### src/rtl/ysyx_22051013_lsu_if.sv
// Bundle of every signal the load/store unit exchanges with its neighbours:
// the execute-stage op handshake, the load result toward write-back, and the
// single-outstanding data-memory bus.
//
// Modports:
//   slave  - the LSU itself (serves ops, drives the memory request side)
//   master - the surroundings: execute stage plus data memory
//
// Signals:
//   in_valid / in_ready        op handshake from EXU
//   ls_op[3:0]                 [3]=store, [2:0]=funct3 (b,h,w,d,bu,hu,wu,illegal)
//   ls_addr, ls_wdata          byte address and LSB-justified store data
//   ls_rd_data                 registered, extended load result
//   ls_done, ls_misalign       completion pulse and rejection flag
//   mem_req/we/addr/wdata/wmask request side of the data bus
//   mem_gnt, mem_rvalid, mem_rdata  response side of the data bus
//   dbg_state                  current LSU state (0 IDLE, 1 REQ, 2 RESP, 3 DONE)
interface ysyx_22051013_lsu_if #(
  parameter int DATA_W = 64
);
  logic              in_valid;
  logic              in_ready;
  logic [3:0]        ls_op;
  logic [DATA_W-1:0] ls_addr;
  logic [DATA_W-1:0] ls_wdata;
  logic [DATA_W-1:0] ls_rd_data;
  logic              ls_done;
  logic              ls_misalign;
  logic              mem_req;
  logic              mem_we;
  logic [DATA_W-1:0] mem_addr;
  logic [DATA_W-1:0] mem_wdata;
  logic [7:0]        mem_wmask;
  logic              mem_gnt;
  logic              mem_rvalid;
  logic [DATA_W-1:0] mem_rdata;
  logic [1:0]        dbg_state;

  modport slave (
    input  in_valid, ls_op, ls_addr, ls_wdata, mem_gnt, mem_rvalid, mem_rdata,
    output in_ready, ls_rd_data, ls_done, ls_misalign,
           mem_req, mem_we, mem_addr, mem_wdata, mem_wmask, dbg_state
  );

  modport master (
    output in_valid, ls_op, ls_addr, ls_wdata, mem_gnt, mem_rvalid, mem_rdata,
    input  in_ready, ls_rd_data, ls_done, ls_misalign,
           mem_req, mem_we, mem_addr, mem_wdata, mem_wmask, dbg_state
  );
endinterface

### src/rtl/ysyx_22051013_lsu.sv
// Load/store unit sitting just before write-back. Accepts one memory op per
// handshake, runs it over a single-outstanding 64-bit data bus, aligns and
// extends load data, builds store byte masks and shifted data, and rejects
// misaligned or illegal accesses without touching the bus.
//
// Ports:
//   clk  - core clock
//   rst  - synchronous, active-high reset
//   bus  - ysyx_22051013_lsu_if.slave (op handshake, result, memory bus, dbg_state)
//
// Handshakes:
//   in_valid/in_ready: an op transfers on a rising edge where both are high.
//   in_ready is a register that is high only in IDLE, so it never depends
//   combinationally on in_valid. mem_req/mem_gnt: the request and all its
//   attributes stay constant until an edge where mem_gnt is high; mem_req
//   drops right after. mem_rvalid is only looked at in RESP and mem_gnt only
//   in REQ; anything else on those lines is ignored.
module ysyx_22051013_lsu #(
  parameter int DATA_W = 64
) (
  input  logic                       clk,
  input  logic                       rst,
  ysyx_22051013_lsu_if.slave         bus
);

  typedef enum logic [1:0] {
    S_IDLE = 2'd0,
    S_REQ  = 2'd1,
    S_RESP = 2'd2,
    S_DONE = 2'd3
  } state_e;

  state_e            state_q;
  logic              in_ready_q;
  logic [3:0]        op_q;
  logic [2:0]        off_q;
  logic [DATA_W-1:0] rd_data_q;
  logic              done_q;
  logic              misalign_q;
  logic              mem_req_q;
  logic              mem_we_q;
  logic [DATA_W-1:0] mem_addr_q;
  logic [DATA_W-1:0] mem_wdata_q;
  logic [7:0]        mem_wmask_q;

  // Decode of the op currently offered on the input side.
  logic [2:0]        f3_in;
  logic [2:0]        off_in;
  logic              misal_in;
  logic              illegal_in;
  logic              bad_in;
  logic [7:0]        mask_in;
  logic [DATA_W-1:0] wdata_in;

  assign f3_in  = bus.ls_op[2:0];
  assign off_in = bus.ls_addr[2:0];

  always_comb begin
    misal_in = 1'b0;
    mask_in  = 8'h00;
    // funct3[1:0] is the access size for both signed and unsigned loads.
    case (f3_in[1:0])
      2'b00: begin misal_in = 1'b0;           mask_in = 8'h01 << off_in; end
      2'b01: begin misal_in = off_in[0];      mask_in = 8'h03 << off_in; end
      2'b10: begin misal_in = |off_in[1:0];   mask_in = 8'h0F << off_in; end
      default: begin misal_in = |off_in;      mask_in = 8'hFF;           end
    endcase
  end

  // Stores have no unsigned variants; loads only lack encoding 111.
  assign illegal_in = bus.ls_op[3] ? f3_in[2] : (f3_in == 3'b111);
  assign bad_in     = misal_in | illegal_in;
  assign wdata_in   = bus.ls_wdata << {off_in, 3'b000};

  // Load data: bring the addressed bytes down to bit 0, then extend.
  logic [DATA_W-1:0] shifted;
  logic [DATA_W-1:0] rd_ext;

  assign shifted = bus.mem_rdata >> {off_q, 3'b000};

  always_comb begin
    rd_ext = shifted;
    case (op_q[2:0])
      3'b000:  rd_ext = {{56{shifted[7]}},  shifted[7:0]};
      3'b001:  rd_ext = {{48{shifted[15]}}, shifted[15:0]};
      3'b010:  rd_ext = {{32{shifted[31]}}, shifted[31:0]};
      3'b100:  rd_ext = {56'd0, shifted[7:0]};
      3'b101:  rd_ext = {48'd0, shifted[15:0]};
      3'b110:  rd_ext = {32'd0, shifted[31:0]};
      default: rd_ext = shifted;
    endcase
  end

  always_ff @(posedge clk) begin
    if (rst) begin
      state_q     <= S_IDLE;
      in_ready_q  <= 1'b1;
      op_q        <= 4'd0;
      off_q       <= 3'd0;
      rd_data_q   <= '0;
      done_q      <= 1'b0;
      misalign_q  <= 1'b0;
      mem_req_q   <= 1'b0;
      mem_we_q    <= 1'b0;
      mem_addr_q  <= '0;
      mem_wdata_q <= '0;
      mem_wmask_q <= 8'h00;
    end else begin
      case (state_q)
        S_IDLE: begin
          if (bus.in_valid) begin
            op_q       <= bus.ls_op;
            off_q      <= off_in;
            in_ready_q <= 1'b0;
            if (bad_in) begin
              // Rejected ops finish next cycle and never reach the bus.
              state_q    <= S_DONE;
              done_q     <= 1'b1;
              misalign_q <= 1'b1;
            end else begin
              state_q     <= S_REQ;
              mem_req_q   <= 1'b1;
              mem_we_q    <= bus.ls_op[3];
              mem_addr_q  <= {bus.ls_addr[DATA_W-1:3], 3'b000};
              mem_wdata_q <= bus.ls_op[3] ? wdata_in : '0;
              mem_wmask_q <= bus.ls_op[3] ? mask_in : 8'h00;
            end
          end
        end
        S_REQ: begin
          if (bus.mem_gnt) begin
            mem_req_q <= 1'b0;
            if (op_q[3]) begin
              state_q <= S_DONE;
              done_q  <= 1'b1;
            end else begin
              state_q <= S_RESP;
            end
          end
        end
        S_RESP: begin
          if (bus.mem_rvalid) begin
            rd_data_q <= rd_ext;
            done_q    <= 1'b1;
            state_q   <= S_DONE;
          end
        end
        S_DONE: begin
          done_q     <= 1'b0;
          misalign_q <= 1'b0;
          in_ready_q <= 1'b1;
          state_q    <= S_IDLE;
        end
        default: state_q <= S_IDLE;
      endcase
    end
  end

  assign bus.in_ready    = in_ready_q;
  assign bus.ls_rd_data  = rd_data_q;
  assign bus.ls_done     = done_q;
  assign bus.ls_misalign = misalign_q;
  assign bus.mem_req     = mem_req_q;
  assign bus.mem_we      = mem_we_q;
  assign bus.mem_addr    = mem_addr_q;
  assign bus.mem_wdata   = mem_wdata_q;
  assign bus.mem_wmask   = mem_wmask_q;
  assign bus.dbg_state   = state_q;

endmodule

### src/flat_wrapper.sv
// flat-port wrapper written by rule: the top's interface ports become plain ports
module ysyx_22051013_lsu_flat 
#(
  parameter int DATA_W = 64
)
  (clk, rst, bus_in_valid, bus_ls_op, bus_ls_addr, bus_ls_wdata, bus_mem_gnt, bus_mem_rvalid, bus_mem_rdata, bus_in_ready, bus_ls_rd_data, bus_ls_done, bus_ls_misalign, bus_mem_req, bus_mem_we, bus_mem_addr, bus_mem_wdata, bus_mem_wmask, bus_dbg_state);
  ysyx_22051013_lsu_if #(.DATA_W(DATA_W)) bus_i ();
  input  logic clk;
  input  logic rst;
  input wire logic [$bits(bus_i.in_valid)-1:0] bus_in_valid;
  input wire logic [$bits(bus_i.ls_op)-1:0] bus_ls_op;
  input wire logic [$bits(bus_i.ls_addr)-1:0] bus_ls_addr;
  input wire logic [$bits(bus_i.ls_wdata)-1:0] bus_ls_wdata;
  input wire logic [$bits(bus_i.mem_gnt)-1:0] bus_mem_gnt;
  input wire logic [$bits(bus_i.mem_rvalid)-1:0] bus_mem_rvalid;
  input wire logic [$bits(bus_i.mem_rdata)-1:0] bus_mem_rdata;
  output wire logic [$bits(bus_i.in_ready)-1:0] bus_in_ready;
  output wire logic [$bits(bus_i.ls_rd_data)-1:0] bus_ls_rd_data;
  output wire logic [$bits(bus_i.ls_done)-1:0] bus_ls_done;
  output wire logic [$bits(bus_i.ls_misalign)-1:0] bus_ls_misalign;
  output wire logic [$bits(bus_i.mem_req)-1:0] bus_mem_req;
  output wire logic [$bits(bus_i.mem_we)-1:0] bus_mem_we;
  output wire logic [$bits(bus_i.mem_addr)-1:0] bus_mem_addr;
  output wire logic [$bits(bus_i.mem_wdata)-1:0] bus_mem_wdata;
  output wire logic [$bits(bus_i.mem_wmask)-1:0] bus_mem_wmask;
  output wire logic [$bits(bus_i.dbg_state)-1:0] bus_dbg_state;
  assign bus_i.in_valid = bus_in_valid;
  assign bus_i.ls_op = bus_ls_op;
  assign bus_i.ls_addr = bus_ls_addr;
  assign bus_i.ls_wdata = bus_ls_wdata;
  assign bus_i.mem_gnt = bus_mem_gnt;
  assign bus_i.mem_rvalid = bus_mem_rvalid;
  assign bus_i.mem_rdata = bus_mem_rdata;
  assign bus_in_ready = bus_i.in_ready;
  assign bus_ls_rd_data = bus_i.ls_rd_data;
  assign bus_ls_done = bus_i.ls_done;
  assign bus_ls_misalign = bus_i.ls_misalign;
  assign bus_mem_req = bus_i.mem_req;
  assign bus_mem_we = bus_i.mem_we;
  assign bus_mem_addr = bus_i.mem_addr;
  assign bus_mem_wdata = bus_i.mem_wdata;
  assign bus_mem_wmask = bus_i.mem_wmask;
  assign bus_dbg_state = bus_i.dbg_state;
  ysyx_22051013_lsu #(.DATA_W(DATA_W)) u_core (.clk(clk), .rst(rst), .bus(bus_i));
endmodule
### config.mk
export PLATFORM = sky130hd
export DESIGN_NAME = ysyx_22051013_lsu_flat
export DESIGN_NICKNAME = d
export VERILOG_FILES = /design/src/rtl/ysyx_22051013_lsu_if.sv /design/src/rtl/ysyx_22051013_lsu.sv /design/src/flat_wrapper.sv
export SDC_FILE = /design/constraint.sdc
export NUM_CORES = 1
export LEC_CHECK = 0
export CAP_MARGIN = 15
export CORE_MARGIN = 4
export CORE_UTILIZATION = 45
export DETAILED_ROUTE_END_ITERATION = 6
export HOLD_SLACK_MARGIN = 0.12
export PLACE_DENSITY = 0.88
export SLEW_MARGIN = 15
export SYNTH_ARGS = -nofsm -noshare
export SYNTH_HDL_FRONTEND = slang
export SYNTH_SLANG_ARGS = --single-unit
### constraint.sdc
create_clock -name clk -period 3.55 [get_ports clk]
set_clock_uncertainty 0.1 [all_clocks]
set_input_delay 0.71 -clock clk [delete_from_list [all_inputs] [get_ports clk]]
set_output_delay 0.71 -clock clk [all_outputs]
set_load 0.02 [all_outputs]
==> results_dict.tcl, run 1 <==
set metrics [dict create \
    status "finished, final reports clean" \
    hp-class "reg2reg" \
    cpPeakStageDelay_ns 0.57 \
    first_pass_iters 6 \
    vias 11746 \
    num_rows 57 \
    synth_top_area_share_pct 37.1 \
    grt_antenna_before_repair 3 \
    drv_cap 0 \
    hold_viol 0 \
    grt_pass1_wl_um 67200 \
    synth_common_cells "nand2_1 (214), dfxtp_1 (211), nor2_1 (134)" \
    hold_depth 2 \
    cp_slowest_cell "clkdlybuf4s50_1" \
    crit_family "buffers and inverters" \
    drc 0 \
    critPathLaunchType "input pin" \
    total_power_mw 8.30 \
    cts_tree "yes" \
    die_y_um 167 \
    p_switching_mw 2.84 \
    tightest_slew_ns 0.914 \
    power_switching_share_pct 34.2 \
    cp.depth 9 \
    cp.required_ns 3.88 \
    synthArstFlopShare_pct 0 \
    cts_buffer_depth 3 \
    ir_drop_mv 0.340 \
    fin_area_sq_um 16500 \
    power_frac_comb_pct 34.4 \
    routed_wl_um 44000 \
    fin_tns_setup_ns 0 \
    area_growth_pct 44.6 \
    yosysSeqAreaShare_pct 37.1 \
    crit_fanout 37 \
    ys_warn_count 0 \
    dr.first_iter.drc_count 1278 \
    syn_area_sq_um 11400 \
    fin_util_pct 66.9 \
    cpMostUsedCell "buf_4" \
    die_w_um 167 \
    slew_violations 0 \
    postRouteAntennaNets 0 \
    worstRegToRegCells 7 \
    io_buffers 404 \
    fmax_mhz 348 \
    grt_pass1_vias 11820 \
    yosys-top-cells-area "dfxtp_1 (37%), mux4_2 (8.1%), mux2i_1 (7.3%)" \
    critPathBufInv 3 \
    clk-insertion-delay-late_ns 0.53 \
    start_util_pct 46.2 \
    cp.arrival_ns 3.20 \
    ys_ff_latch 211 \
    drive_gt1_share_pct 12.0 \
    grt_usage_pct 29.9 \
    postCtsHoldBufs 0 \
    vias_per_cell 5.91 \
    internal_power_mw 5.46 \
    htreeDepth 1 \
    dp_cells 1941 \
    synth_area_per_cell_sq_um 8.80 \
    hpwl_um 32900 \
    synth_edf_count 0 \
    die_area_sq_um 27900 \
    place_area_sq_um 15600 \
    endpoint_kind "register" \
    max_slew_margin_pct 38.6 \
    wl_per_cell_um 22.2 \
    layout.cells.non_filler 1987 \
    cts_setup_buffers 0 \
    cts.reportedPaths.clkPinSlew_ns 0.05 \
    fin_nets 1854 \
    synthDistinctLibCells 61 \
    yosys.area.top_type "dfxtp_1" \
    power.leakage_nw 5.75 \
    crit_type "in2reg" \
    synthFlopType "dfxtp_1" \
    syn_inst 1293 \
    fin_crit_ns 2.87 \
    pwr-share-clk_pct 31.0 \
    cts_buffers 25 \
    clockRootBuffer "clkbuf_16" \
    gp_congestion 0.944 \
    grt_max_degree 84 \
    gr-total-overflow 0 \
    path_cells "clkdlybuf4s50_1 -> ha_1 -> buf_4 -> nor2_1 -> o211a_1 -> nand2_4 -> buf_4 -> nand2_1 -> a21oi_1" \
    pin_count 408 \
    antennaDiodeCount 0 \
    clock_sinks 211 \
    yosysMostFrequentCell "nand2_1" \
    p_per_area_nw_per_um2 505 \
    setup_violations 0 \
    coreArea_sq_um 24600 \
    cts_resized 0 \
    period_share_pct 80.9 \
    seq_power_share_pct 34.6 \
    rsz0062_at_grt "no" \
]
## kinds of logic (layout without fill, tap and decap cells)
group           Yosys count  in the layout  synth area share, %
mux                     147            147                 17.8
other cells               1              3               0.0330
buf+inv                 131            499                 5.25
simple gates            446            446                 17.1
compound gates          348            348                 21.8
fa+ha+maj                 9              9                0.990
flops                   211            211                 37.1
## area by class of cell
class | instances | area (sq um)
fillers | 1916 | 8150
multi-input cells | 953 | 6580
repair buffers | 433 | 4340
flip-flops and latches | 211 | 4230
clock buffers | 35 | 703
well taps | 324 | 405
clock inverters | 11 | 119
inverters | 20 | 75.1
## metal layers
layer | wire (um) | GRT usage (%)
met1 | 15400 | 33.4
met2 | 21400 | 51.8
met3 | 4610 | 8.72
met4 | 2570 | 15.0
met5 | 41 | 0
## power groups by stage
stage / sequential (mW) / combinational [mW] / clock (mW)
global placement: 2.90 / 2.77 / 0
CTS: 2.86 / 2.85 / 2.61
floorplan: 3.12 / 1.44 / 0
global route: 2.90 / 3.05 / 2.69
finish: 2.87 / 2.86 / 2.58
detailed placement: 2.91 / 2.83 / 0
## worst reg2reg max path, cell delays in order (launching register included)
cell and delay (ns):
dfxtp_2 0.88, mux2_2 0.44, o22ai_2 0.21, o41ai_4 0.10, buf_4 0.19, nor3_4 0.20, buf_12 0.27, a211oi_2 0.13
## cells in the final DEF (no fill, tap or decap), types with 3 or more instances in the layout
master,n
nand2_1,213
mux2i_1,83
a211oi_2,40
o211ai_1,3
nor2_1,133
inv_1,19
o2bb2ai_1,9
a22o_1,22
or2_2,8
clkinv_2,5
nor2b_1,20
dfxtp_1,209
o21bai_1,3
clkbuf_8,4
mux4_2,41
clkdlybuf4s50_1,401
o21ai_0,50
a211oi_1,37
a21boi_0,6
o22ai_1,8
a21oi_1,123
a22oi_1,21
o21a_1,6
clkbuf_1,6
and2_1,11
ha_1,9
and3_1,7
nor3_1,8
nand2b_1,31
mux2_2,21
buf_4,22
conb_1,3
buf_12,7
clkbuf_16,25
## state kept, by name, indices dropped and copies added (netlist names)
name                    count
u_core.bus.dbg_state        2
u_core.bus.in_ready         1
u_core.bus.ls_done          1
u_core.bus.ls_misalign      1
u_core.bus.ls_rd_data      64
u_core.bus.mem_addr        61
u_core.bus.mem_req          1
u_core.bus.mem_wdata       64
u_core.bus.mem_we           1
u_core.bus.mem_wmask        8
u_core.off_q                3
u_core.op_q                 4
## worst paths after layout
path	slack (ns)	startpoint	end
worst max-delay path	0.68	bus_ls_op[1]	u_core.bus.mem_addr[13]
worst min-delay path	0.35	u_core.bus.mem_wdata[12]	u_core.bus.mem_wdata[12]
worst max register to register	0.88	u_core.off_q[1]	u_core.bus.ls_rd_data[59]
worst min register to register	0.35	u_core.bus.mem_wdata[12]	u_core.bus.mem_wdata[12]
## stage by stage
step	setup WS (ns)	hold slack, ns
4_1_cts	0.726	0.355
6_report	0.679	0.354
3_5_place_dp	0.214	0.347
5_1_grt	0.531	0.374
3_3_place_gp	0.320	0.338
2_1_floorplan	0.993	0.347
(Power assumes the default switching activity.)
==> run 2: changes to the inputs <==
Clock period 3.55 ns to 2.9 ns, I/O delays scaled along.
==> results_dict.tcl, run 2 (synthesized netlist as in run 1, its figures left out) <==
set metrics [dict create \
    status "finished, final reports clean" \
    antennaDiodeCount 0 \
    cp.arrival_ns 2.80 \
    clock_sinks 211 \
    grt_pass1_vias 11890 \
    pre_cts_ws_ns -0.0320 \
    p_per_area_nw_per_um2 625 \
    hold_depth 2 \
    fmax_mhz 407 \
    hp-class "in2reg" \
    gr-total-overflow 0 \
    worstRegToRegCells 6 \
    final_cell_mix "clkdlybuf4s50_1 (401), nand2_1 (213), dfxtp_1 (209)" \
    start_util_pct 46.2 \
    grt_antenna_before_repair 1 \
    coreArea_sq_um 24600 \
    fin_crit_ns 2.46 \
    endpoint_kind "register" \
    postRouteAntennaNets 0 \
    cts.reportedPaths.clkPinSlew_ns 0.06 \
    area_growth_pct 46.7 \
    grt_max_degree 83 \
    whs_endpoint "u_core.bus.mem_wdata[57]" \
    fin_nets 1867 \
    power.leakage_nw 5.87 \
    dp_cells 1954 \
    vias_per_cell 5.86 \
    crit_type "in2reg" \
    crit_fanout 62 \
    r2r_end "u_core.bus.ls_rd_data[13]" \
    die_y_um 167 \
    drv_cap 0 \
    total_power_mw 10.4 \
    setup_violations 0 \
    pin_count 408 \
    ir_drop_mv 0.402 \
    holdWs_ns 0.351 \
    period_share_pct 84.8 \
    cts_setup_buffers 0 \
    fin_util_pct 67.8 \
    first_pass_iters 5 \
    cp.required_ns 3.24 \
    vias 11720 \
    drive_gt1_share_pct 12.4 \
    mostFrequentLayoutCell "clkdlybuf4s50_1" \
    clk-insertion-delay-late_ns 0.52 \
    io_buffers 404 \
    htreeDepth 1 \
    die_w_um 167 \
    grt_usage_pct 30.1 \
    rrSetupSlack_ns 0.57 \
    cts_resized 0 \
    hp-start "rst" \
    die_area_sq_um 27900 \
    max_slew_margin_pct 51.3 \
    slew_violations 0 \
    crit_path_start "bus_ls_op[0]" \
    cts_tree "yes" \
    r2r-start "u_core.off_q[0]" \
    gp_congestion 0.943 \
    tightest_slew_ns 0.728 \
    wl_per_cell_um 22.2 \
    cts_buffer_depth 3 \
    layout.cells.non_filler 2000 \
    hpwl_um 32700 \
    drc 0 \
    num_rows 57 \
    timing.final.ws_setup_ns 0.441 \
    hold_viol 0 \
    critPathLaunchType "input pin" \
    dr.first_iter.drc_count 1612 \
    rsz0062_at_grt "no" \
    routed_wl_um 44400 \
    grt_pass1_wl_um 67600 \
    clockRootBuffer "clkbuf_16" \
    postCtsHoldBufs 0 \
    cts_buffers 25 \
]
[run 2: layout make-up]
cell class / count / area, sq um
fillers: 1894 / 7910
inverters: 20 / 75.1
well taps: 324 / 405
clock buffers: 37 / 691
multi-input cells: 953 / 6580
clock inverters: 9 / 174
flip-flops and latches: 211 / 4230
repair buffers: 446 / 4540
[run 2: how the worst max path moves through the flow]
stage,to,slack [ns],cells past startpoint
after floorplan,u_core.bus.mem_wdata[22],0.47,8
after global placement,u_core.bus.ls_done,0.06,8
after detailed placement,u_core.bus.mem_addr[34],-0.03,9
after CTS,u_core.bus.mem_wdata[31],0.50,10
after global routing,u_core.bus.mem_wdata[33],0.33,9
final,u_core.bus.mem_addr[57],0.44,9
[run 2: per-layer routing]
| metal | share of wire [%] | global-route usage [%] | wire, um | vias to the layer above |
|---|---|---|---|---|
| li1 | - | - | - | 5308 |
| met1 | 35 | 34.0 | 15700 | 5464 |
| met2 | 48 | 51.8 | 21400 | 771 |
| met3 | 9.8 | 8.13 | 4350 | 175 |
| met4 | 6.7 | 16.4 | 2970 | 2 |
| met5 | 0.029 | 0 | 13 | - |
[run 2: through the flow]
stage                     cell area, sq um  setup TNS (ns)
after floorplan                      11400               0
after global placement               15800               0
after detailed placement             15800          -0.489
after CTS                            16700               0
after global routing                 16700               0
final                                16700               0
[run 2: worst max-delay path, stage by stage]
cell and delay, ns:
clkdlybuf4s50_1 0.53, inv_1 0.08, ha_1 0.23, o31ai_2 0.38, o211ai_1 0.25, nor2_4 0.17
buf_12 0.26, nand2_1 0.11, a21oi_1 0.15
[run 2: power breakdown]
part	internal (mW)	switching, mW
Combinational	1.64	2.01
Clock	2.09	1.24
Sequential	3.22	0.217
Total	6.96	3.47
